<file path="src/rtl/access_control_param_pkg.sv">
// ---------------------------------------------------------------------------
// access_control_param_pkg
// Shared definitions for the password gate:
//   state_t     - FSM state encodings (S_USER .. S_LOCK)
//   acp_clog2   - ceil(log2(value)), never below 1, for sizing derived widths
// ---------------------------------------------------------------------------
package access_control_param_pkg;

  typedef enum logic [2:0] {
    S_USER  = 3'd0,
    S_FETCH = 3'd1,
    S_DIGIT = 3'd2,
    S_CHECK = 3'd3,
    S_GRANT = 3'd4,
    S_FAIL  = 3'd5,
    S_LOCK  = 3'd6
  } state_t;

  // Minimum of 1 keeps every derived vector a legal width even for
  // degenerate parameter values such as NUM_USERS = 1.
  function automatic int acp_clog2(input int value);
    int w;
    w = 1;
    while ((32'sd1 << w) < value) begin
      w = w + 1;
    end
    return w;
  endfunction

endpackage

</file>
<file path="src/rtl/access_control_param_if.sv">
// ---------------------------------------------------------------------------
// access_control_param_if
// UI and password-ROM signals of the access gate.
//   button_pulse  - enter button level (may be held)
//   toggle_switch - user ID / password digit
//   logout        - level, ends an authorised session
//   ld_in/ld_out  - load strobes before/after the authorisation gate
//   rom_addr/rom_q- synchronous password ROM port
//   green_led, red_led, locked, attempts - status outputs
// Modports: slave = the gate, master = the UI/ROM side.
// Widths must match the parameters of the attached access_control_param.
// ---------------------------------------------------------------------------
interface access_control_param_if #(
  parameter int DIGIT_W = 4,
  parameter int ADDR_W  = 4,
  parameter int NUM_LD  = 2,
  parameter int ATT_W   = 2
);
  logic               button_pulse;
  logic [DIGIT_W-1:0] toggle_switch;
  logic               logout;
  logic [NUM_LD-1:0]  ld_in;
  logic [DIGIT_W-1:0] rom_q;
  logic [ADDR_W-1:0]  rom_addr;
  logic [NUM_LD-1:0]  ld_out;
  logic               green_led;
  logic               red_led;
  logic               locked;
  logic [ATT_W-1:0]   attempts;

  modport slave (
    input  button_pulse, toggle_switch, logout, ld_in, rom_q,
    output rom_addr, ld_out, green_led, red_led, locked, attempts
  );

  modport master (
    output button_pulse, toggle_switch, logout, ld_in, rom_q,
    input  rom_addr, ld_out, green_led, red_led, locked, attempts
  );
endinterface

</file>
<file path="src/rtl/access_control_param_btn_edge_detect.sv">
// ---------------------------------------------------------------------------
// btn_edge_detect
// Turns a button level into a single-cycle pulse on its rising edge, so a
// held button counts as exactly one press.
//   clk      - system clock
//   rst      - asynchronous active-low reset
//   i_level  - raw button level
//   o_pulse  - high for the first cycle i_level is seen high
// ---------------------------------------------------------------------------
module btn_edge_detect (
  input  logic clk,
  input  logic rst,
  input  logic i_level,
  output logic o_pulse
);
  logic r_level_d;

  // Delayed copy of the button level for edge detection.
  always_ff @(posedge clk or negedge rst) begin
    if (!rst) begin
      r_level_d <= 1'b0;
    end else begin
      r_level_d <= i_level;
    end
  end

  assign o_pulse = i_level & ~r_level_d;
endmodule

</file>
<file path="src/rtl/access_control_param.sv">
// ---------------------------------------------------------------------------
// access_control_param
// Password gate in front of the game datapath. A user ID is entered, then
// PW_LEN digits are compared against a synchronous password ROM. Success
// opens the load-strobe gate and lights green; failure lights red for
// FAIL_CYCLES, and MAX_ATTEMPTS consecutive failures lock the block out for
// LOCK_CYCLES.
// Ports:
//   clk  - system clock, rising edge
//   rst  - asynchronous active-low reset
//   bus  - access_control_param_if.slave (UI inputs, ROM port, status)
// ---------------------------------------------------------------------------
module access_control_param
  import access_control_param_pkg::*;
#(
  parameter int DIGIT_W      = 4,
  parameter int PW_LEN       = 4,
  parameter int NUM_USERS    = 4,
  parameter int ROM_LAT      = 1,
  parameter int MAX_ATTEMPTS = 3,
  parameter int FAIL_CYCLES  = 8,
  parameter int LOCK_CYCLES  = 1024,
  parameter int NUM_LD       = 2
) (
  input logic                  clk,
  input logic                  rst,
  access_control_param_if.slave bus
);
  localparam int ADDR_W  = acp_clog2(NUM_USERS * PW_LEN);
  localparam int USER_W  = acp_clog2(NUM_USERS);
  localparam int ATT_W   = acp_clog2(MAX_ATTEMPTS + 1);
  localparam int IDX_W   = acp_clog2(PW_LEN);
  localparam int TMR_MAX = (LOCK_CYCLES > FAIL_CYCLES)
                         ? ((LOCK_CYCLES > ROM_LAT) ? LOCK_CYCLES : ROM_LAT)
                         : ((FAIL_CYCLES > ROM_LAT) ? FAIL_CYCLES : ROM_LAT);
  localparam int TMR_W   = acp_clog2(TMR_MAX);

  state_t              r_state, w_state_nxt;
  logic [USER_W-1:0]   r_uid, w_uid_nxt;
  logic                r_bad, w_bad_nxt;
  logic                r_mismatch, w_mismatch_nxt;
  logic [IDX_W-1:0]    r_idx, w_idx_nxt;
  logic [ADDR_W-1:0]   r_rom_addr, w_rom_addr_nxt;
  logic [TMR_W-1:0]    r_timer, w_timer_nxt;
  logic [ATT_W-1:0]    r_attempts, w_attempts_nxt;
  logic                r_green, r_red, r_locked;
  logic                w_press;
  logic                w_id_out_of_range;

  btn_edge_detect u_btn (
    .clk     (clk),
    .rst     (rst),
    .i_level (bus.button_pulse),
    .o_pulse (w_press)
  );

  // The whole switch value is range-checked, so IDs whose low bits alias a
  // real user are still rejected; only the low bits address the ROM.
  assign w_id_out_of_range = (32'(bus.toggle_switch) >= 32'(NUM_USERS));

  // Next-state and datapath update for the entry/verdict FSM.
  always_comb begin
    w_state_nxt    = r_state;
    w_uid_nxt      = r_uid;
    w_bad_nxt      = r_bad;
    w_mismatch_nxt = r_mismatch;
    w_idx_nxt      = r_idx;
    w_rom_addr_nxt = r_rom_addr;
    w_timer_nxt    = r_timer;
    w_attempts_nxt = r_attempts;
    case (r_state)
      S_USER: begin
        if (w_press) begin
          w_uid_nxt      = bus.toggle_switch[USER_W-1:0];
          w_bad_nxt      = w_id_out_of_range;
          w_mismatch_nxt = 1'b0;
          w_idx_nxt      = '0;
          w_rom_addr_nxt = ADDR_W'(bus.toggle_switch[USER_W-1:0]) * ADDR_W'(PW_LEN);
          w_timer_nxt    = TMR_W'(ROM_LAT - 1);
          w_state_nxt    = S_FETCH;
        end else begin
          w_state_nxt = S_USER;
        end
      end
      S_FETCH: begin
        // rom_addr was registered on entry; wait out the ROM latency.
        if (r_timer == '0) begin
          w_state_nxt = S_DIGIT;
        end else begin
          w_timer_nxt = r_timer - TMR_W'(1'b1);
        end
      end
      S_DIGIT: begin
        if (w_press) begin
          // Accumulate rather than exit early so timing leaks nothing about
          // which digit was wrong.
          w_mismatch_nxt = r_mismatch | (bus.toggle_switch != bus.rom_q);
          if (r_idx == IDX_W'(PW_LEN - 1)) begin
            w_state_nxt = S_CHECK;
          end else begin
            w_idx_nxt      = r_idx + IDX_W'(1'b1);
            w_rom_addr_nxt = r_rom_addr + ADDR_W'(1'b1);
            w_timer_nxt    = TMR_W'(ROM_LAT - 1);
            w_state_nxt    = S_FETCH;
          end
        end else begin
          w_state_nxt = S_DIGIT;
        end
      end
      S_CHECK: begin
        if (!r_mismatch && !r_bad) begin
          w_attempts_nxt = '0;
          w_state_nxt    = S_GRANT;
        end else begin
          w_attempts_nxt = r_attempts + ATT_W'(1'b1);
          w_timer_nxt    = TMR_W'(FAIL_CYCLES - 1);
          w_state_nxt    = S_FAIL;
        end
      end
      S_GRANT: begin
        // A press arriving with logout is simply dropped.
        if (bus.logout) begin
          w_mismatch_nxt = 1'b0;
          w_bad_nxt      = 1'b0;
          w_state_nxt    = S_USER;
        end else begin
          w_state_nxt = S_GRANT;
        end
      end
      S_FAIL: begin
        if (r_timer == '0) begin
          if (r_attempts == ATT_W'(MAX_ATTEMPTS)) begin
            w_timer_nxt = TMR_W'(LOCK_CYCLES - 1);
            w_state_nxt = S_LOCK;
          end else begin
            w_mismatch_nxt = 1'b0;
            w_bad_nxt      = 1'b0;
            w_state_nxt    = S_USER;
          end
        end else begin
          w_timer_nxt = r_timer - TMR_W'(1'b1);
        end
      end
      S_LOCK: begin
        if (r_timer == '0) begin
          w_attempts_nxt = '0;
          w_mismatch_nxt = 1'b0;
          w_bad_nxt      = 1'b0;
          w_state_nxt    = S_USER;
        end else begin
          w_timer_nxt = r_timer - TMR_W'(1'b1);
        end
      end
      default: begin
        w_state_nxt = S_USER;
      end
    endcase
  end

  // State, datapath and status registers; LEDs follow the next state so they
  // change on the same edge as the state itself.
  always_ff @(posedge clk or negedge rst) begin
    if (!rst) begin
      r_state    <= S_USER;
      r_uid      <= '0;
      r_bad      <= 1'b0;
      r_mismatch <= 1'b0;
      r_idx      <= '0;
      r_rom_addr <= '0;
      r_timer    <= '0;
      r_attempts <= '0;
      r_green    <= 1'b0;
      r_red      <= 1'b0;
      r_locked   <= 1'b0;
    end else begin
      r_state    <= w_state_nxt;
      r_uid      <= w_uid_nxt;
      r_bad      <= w_bad_nxt;
      r_mismatch <= w_mismatch_nxt;
      r_idx      <= w_idx_nxt;
      r_rom_addr <= w_rom_addr_nxt;
      r_timer    <= w_timer_nxt;
      r_attempts <= w_attempts_nxt;
      r_green    <= (w_state_nxt == S_GRANT);
      r_red      <= (w_state_nxt == S_FAIL) || (w_state_nxt == S_LOCK);
      r_locked   <= (w_state_nxt == S_LOCK);
    end
  end

  assign bus.rom_addr  = r_rom_addr;
  assign bus.green_led = r_green;
  assign bus.red_led   = r_red;
  assign bus.locked    = r_locked;
  assign bus.attempts  = r_attempts;
  // Load strobes pass straight through only while access is granted.
  assign bus.ld_out    = r_green ? bus.ld_in : '0;
endmodule

</file>
<file path="src/flat_wrapper.sv">
// flat-port wrapper written by rule: the top's interface ports become plain ports
module access_control_param_flat import access_control_param_pkg::*;
#(
  parameter int DIGIT_W      = 4,
  parameter int PW_LEN       = 4,
  parameter int NUM_USERS    = 4,
  parameter int ROM_LAT      = 1,
  parameter int MAX_ATTEMPTS = 3,
  parameter int FAIL_CYCLES  = 8,
  parameter int LOCK_CYCLES  = 1024,
  parameter int NUM_LD       = 2
)
  (clk, rst, bus_button_pulse, bus_toggle_switch, bus_logout, bus_ld_in, bus_rom_q, bus_rom_addr, bus_ld_out, bus_green_led, bus_red_led, bus_locked, bus_attempts);
  access_control_param_if #(.DIGIT_W(DIGIT_W), .ADDR_W(4), .NUM_LD(NUM_LD), .ATT_W(2)) bus_i ();
  input logic clk;
  input logic rst;
  input wire logic [$bits(bus_i.button_pulse)-1:0] bus_button_pulse;
  input wire logic [$bits(bus_i.toggle_switch)-1:0] bus_toggle_switch;
  input wire logic [$bits(bus_i.logout)-1:0] bus_logout;
  input wire logic [$bits(bus_i.ld_in)-1:0] bus_ld_in;
  input wire logic [$bits(bus_i.rom_q)-1:0] bus_rom_q;
  output wire logic [$bits(bus_i.rom_addr)-1:0] bus_rom_addr;
  output wire logic [$bits(bus_i.ld_out)-1:0] bus_ld_out;
  output wire logic [$bits(bus_i.green_led)-1:0] bus_green_led;
  output wire logic [$bits(bus_i.red_led)-1:0] bus_red_led;
  output wire logic [$bits(bus_i.locked)-1:0] bus_locked;
  output wire logic [$bits(bus_i.attempts)-1:0] bus_attempts;
  assign bus_i.button_pulse = bus_button_pulse;
  assign bus_i.toggle_switch = bus_toggle_switch;
  assign bus_i.logout = bus_logout;
  assign bus_i.ld_in = bus_ld_in;
  assign bus_i.rom_q = bus_rom_q;
  assign bus_rom_addr = bus_i.rom_addr;
  assign bus_ld_out = bus_i.ld_out;
  assign bus_green_led = bus_i.green_led;
  assign bus_red_led = bus_i.red_led;
  assign bus_locked = bus_i.locked;
  assign bus_attempts = bus_i.attempts;
  access_control_param #(.DIGIT_W(DIGIT_W), .PW_LEN(PW_LEN), .NUM_USERS(NUM_USERS), .ROM_LAT(ROM_LAT), .MAX_ATTEMPTS(MAX_ATTEMPTS), .FAIL_CYCLES(FAIL_CYCLES), .LOCK_CYCLES(LOCK_CYCLES), .NUM_LD(NUM_LD)) u_core (.clk(clk), .rst(rst), .bus(bus_i));
endmodule
</file>
<file path="config.mk">
export PLATFORM = sky130hd
export DESIGN_NAME = access_control_param_flat
export DESIGN_NICKNAME = d
export VERILOG_FILES = /design/src/rtl/access_control_param_pkg.sv /design/src/rtl/access_control_param_if.sv /design/src/rtl/access_control_param_btn_edge_detect.sv /design/src/rtl/access_control_param.sv /design/src/flat_wrapper.sv
export SDC_FILE = /design/constraint.sdc
export NUM_CORES = 1
export LEC_CHECK = 0
export CAP_MARGIN = 5
export CELL_PAD_IN_SITES_DETAIL_PLACEMENT = 1
export CELL_PAD_IN_SITES_GLOBAL_PLACEMENT = 1
export CORE_UTILIZATION = 30
export CTS_CLUSTER_SIZE = 30
export DETAILED_ROUTE_END_ITERATION = 6
export GPL_ROUTABILITY_DRIVEN = 0
export PLACE_DENSITY_LB_ADDON = 0.08
export SYNTH_ARGS = -nofsm -noshare
export SYNTH_HDL_FRONTEND = slang
export SYNTH_SLANG_ARGS = --single-unit
</file>
<file path="constraint.sdc">
create_clock -name clk -period 2.4 [get_ports clk]
set_clock_uncertainty 0.2 [all_clocks]
set_input_delay 0.48 -clock clk [delete_from_list [all_inputs] [get_ports clk]]
set_output_delay 0.48 -clock clk [all_outputs]
set_load 0.05 [all_outputs]
</file>
* After elaboration in Yosys (flattened, before gate mapping)
Index checks and enable logic that the tools add are counted.
Operators by class: equal/unequal tests 22, bitwise operators 3, order comparisons 1, add/subtract/negate cells 4, reductions and logical operators 17, mux-type cells 39
Operators by type and width (number):
- $mux 10 | 7
- $pmux 10 s5 | 1
- $pmux 3 s7 | 1
- $eq 3x3->1 const B | 6
- $mux 2 | 8
- $mux 3 | 5
- $ne 2x2->1 const B | 7
- $reduce_and 7->1 | 2
- $mux 4 | 3
- $logic_not 10->1 | 1
- $reduce_bool 5->1 | 2
- $sub 10x1->10 const B | 1
- $mux 1 | 9
- $pmux 2 s2 | 2
- $pmux 4 s2 | 1
- $eq 3x2->1 const B | 2
- $reduce_and 6->1 | 1
- $pmux 1 s5 | 1
- $add 2x1->2 const B | 2
- $add 4x1->4 const B | 1
- $eq 2x2->1 const B | 2
- $ge 4x3->1 const B | 1
- $ne 2x1->1 const B | 2
- $ne 4x4->1 | 1
- 15 further kinds | 17
Storage, ports and cells: word-level logic and storage cells 97, input port bits 14, flip-flop bits (word level) 27

* Longest topological paths before layout
depth after elaboration 6, mapped depth 9, mapped depth without buffers 7

* Hierarchy
A second synthesis with hierarchy kept.
Unflattened totals: cell total of the unflattened synthesis 185, area, all modules 1640.3 sq um
By module, submodules not included:
- access_control_param | sequential area each 650.6 sq um, cells an instance 183, area an instance 1601.5 sq um, times used 1
- btn_edge_detect | sequential area each 25.0 sq um, cells an instance 2, area an instance 38.8 sq um, times used 1

* Least setup slack after synthesis
No wires, ideal clock.
path kind register to register, start register u_core.r_attempts[0] (netlist: u_core.bus.attempts[0]), end register u_core.r_timer[5], data required time 2.080 ns, stages on the path, launching flop included 8, data arrival time 2.044 ns, slack 0.037 ns, clock period less this slack 2.363 ns, cells stage by stage dfrtp_1 -> ha_1 -> and2_1 -> o21ai_0 -> a2111o_1 -> buf_4 -> buf_4 -> o22a_2
Between the ends: word-level cells in the longest chain between the ends 3
Ends and longest elaborated chain:
- start, declared | line access_control_param.sv:45 | logic [ATT_W-1:0] r_attempts, w_attempts_nxt;
- start signal, assigned | line access_control_param.sv:183 | r_attempts <= w_attempts_nxt;
- $eq 2x2->1 | line access_control_param.sv:132 | if (r_attempts == ATT_W'(MAX_ATTEMPTS)) begin
- $ne 3x3->1 (no source line)
- $reduce_and 7->1 (no source line)
- end signal, assigned | line access_control_param.sv:182 | r_timer <= w_timer_nxt;
- end, declared | line access_control_param.sv:44 | logic [TMR_W-1:0] r_timer, w_timer_nxt;
No other way between the ends. A chain may end at the register's enable or synchronous reset.

* Worst setup path in the final report
start register u_core.r_state[1], end register u_core.r_timer[4]
Between the ends: word-level cells in the longest chain between the ends 4, elaborated cells between the ends (all ways) 16, those cells by class eq/ne: 11; mux: 1; reduce/logical: 4
Ends and longest elaborated chain:
- start, declared | line access_control_param.sv:38 | state_t r_state, w_state_nxt;
- start signal, assigned | line access_control_param.sv:176 | r_state <= w_state_nxt;
- $eq 3x1->1 / $eq 3x3->1 (equally long branches) | line access_control_param.sv:71 | case (r_state)
- $reduce_or 2->1 (no source line)
- $reduce_bool 5->1 (no source line) / $ne 2x2->1 (equally long branches)
- $reduce_and 7->1 (no source line)
Parallel ways exist; a longest one is shown, timed or not.

==> run metrics <==
GR Overflow Total 0; Power Dens Cells 1270 nW/um2; Yosys reg bits 27; CP max-delay cell dfrtp_1; CTS root buf clkbuf_8; cts bufs inserted 3; syn nets 204; critical path data required time 2.35 ns; initial antenna violation count 0; top-count cell post-synth dfrtp_1; ys async rst share 100%; clock latency on the worst-skew pair 0.28 ns; hold buffers post-CTS 0; die width 77.3 um; Remaining DRCs 0; ANT cells 0; # port buffers 24; RSZ-0062 raised after global routing true; CTS tree built; leakage power 0.971 nW; clock transition at the registers of the reported paths 0.10 ns; die span in y 77.3 um; synth top area cells dfrtp_1 (40%), a21oi_1 (5.3%), nand2_1 (3.8%); clk buf depth 2; VDD IR-drop max 440 uV; synthesized area per cell 9.19 um2; CP Cell Sequence xnor2_1 > and2_1 > a2111o_1 > clkbuf_16 > o21ai_0 > o21ai_0; H-Tree Depth 1; Initial Utilization 31.1%; crit start category flop; Filler Cell Count 662; Critical Path Max Stage Delay 0.62 ns; MaxCap Viol Count 0; gr usage total 16.7%; DP HPWL 3.55 mm; Placed Cells 287; top cell type by total area after synthesis dfrtp_1; Slew Limit Fails 0; drt wl/cell 16.7 um; first-pass GRT wire length 8.09 mm; Post-synth EDFFs 0; worst hold path type reg -> reg; Non-Filler Instances 300; slew margin rel. 59.3%; nets 248; Finished Core Util 41.7%; status finished, final reports clean; Multi-input gate area 978 um2; Crit Path Max Fanout 13; library cells used by synthesis 49; Crit. End Element flop; Clock Sinks 27; Cells after Synth 185; num ports 25; number of global-route vias before repair 1626; final hold violation count 0; fin area 2280 um2; Seq/Total Area, Yosys 39.7%; Routed Wire Length 5.01 mm; layout cell share with drive strength beyond 1 21.9%; WS Path Type reg -> reg; min cycle time layout 2.37 ns; vias per cell 5.32; Seq. cell area 676 um2; Post-synth top cells dfrtp_1 (27), a21oi_1 (18), nand2_1 (17); Most Frequent Cell on Critical Path o21ai_0; 1st-iter DRT viols 65; Max Clk Rate 0.422 GHz; First-pass DRT Iterations 4; crit path DAT 2.32 ns; Worst-Margin Slew 0.605 ns; final worst path period share 98.8%; via count 1595; pin count of the biggest net entering global routing 28; die footprint 5970 um2; post-route ant nets 0; final setup vio count 0; YS warnings 0; synthesized area 1700 um2; share of the synthesized area in the top cell type 39.7%; FP Rows 27; area grow syn2layout 34.2%; Core ar. 5470 um2; prevailing post-synth register cell dfrtp_1; placement-stage cell area 2100 um2
==> path summary, 6_finish.rpt <==
| kind | slack [ns] | cells after the start | end | from |
|---|---|---|---|---|
| min in group asynchronous | 0.37 | 2 | u_core.r_timer[8] | rst |
| min reg2reg | 0.29 | 2 | u_core.r_idx[1] | u_core.r_idx[1] |
| max reg2reg | 0.03 | 6 | u_core.r_timer[4] | u_core.r_state[1] |
| min | 0.29 | 2 | u_core.r_idx[1] | u_core.r_idx[1] |
| max | 0.03 | 6 | u_core.r_timer[4] | u_core.r_state[1] |
| max in group asynchronous | 1.35 | 2 | u_core.r_timer[3] | rst |
==> kinds of logic after synthesis <==
family,synth area share (%)
flops,39.7
buf+inv,5.89
simple gates,23.6
xor+xnor,2.58
mux,0.662
fa+ha+maj,3.68
compound gates,23.8
==> layer usage <==
layer	GRT usage, %	vias to the layer above	share of wire (%)
met5	0	-	0
met4	3.02	0	0.38
met3	2.02	2	2.2
met2	29.0	20	53
met1	22.1	807	45
li1	-	766	-
==> area by class of cell <==
cell class	count	area share, %
clock buffer	4	1.97
inverter	4	0.658
multi-input combinational	145	42.9
sequential	27	29.6
tap	72	3.95
timing repair buffer	48	20.9
==> sequential cells by signal, indices dropped and copies added, names as in the netlist <==
| register | flops |
|---|---|
| u_core.r_mismatch | 1 |
| u_core.bus.green_led | 1 |
| u_core.r_timer | 10 |
| u_core.u_btn.r_level_d | 1 |
| u_core.r_state | 3 |
| u_core.bus.red_led | 1 |
| u_core.bus.locked | 1 |
| u_core.r_bad | 1 |
| u_core.bus.attempts | 2 |
| u_core.bus.rom_addr | 4 |
| u_core.r_idx | 2 |
==> cells in the final DEF (no fill, tap or decap), drive strengths merged, types with 4 or more instances in the layout <==
master / n
nor3: 7
nor2: 15
inv: 4
o21ai: 12
xor2: 4
nand3: 9
buf: 25
a21oi: 18
dfrtp: 27
clkbuf: 5
nand2: 17
ha: 5
clkdlybuf4s50: 22
and2: 5
o22a: 8
==> power breakdown <==
| group | leakage, nW | switching [mW] | internal [mW] |
|---|---|---|---|
| clock network | 0.0228 | 0.154 | 0.119 |
| registers | 0.351 | 0.179 | 0.606 |
| logic | 0.598 | 1.00 | 0.846 |
| total | 0.971 | 1.33 | 1.57 |
==> critical path, delay by kind of cell, from the launching register on <==
kind	cells	cell delay, ns
buffers and inverters	1	0.20
XOR/XNOR	1	0.21
AO/OA/AOI/OAI	3	0.82
AND/OR/NAND/NOR	1	0.20
flip-flops	1	0.62
==> what timing repair did <==
item                       in CTS  in global routing
buffers inserted                0                  7
cloned                          0                  2
gates resized for setup         1                 13
setup endpoints to repair       1                 12
pin swaps                       0                  9
==> per-stage QoR <==
stage	power, mW	worst slack, ns	hold slack [ns]	setup TNS [ns]
after floorplan	1.85	0.0366	-0.0156	0
after global placement	2.27	0.0408	0.253	0
after detailed placement	2.36	-0.113	0.270	-0.231
after CTS	2.64	-0.00807	0.293	-0.00807
after global routing	3.12	-0.0889	0.328	-0.429
final	2.90	0.0295	0.289	0
Power figures use the tool's default switching activity.
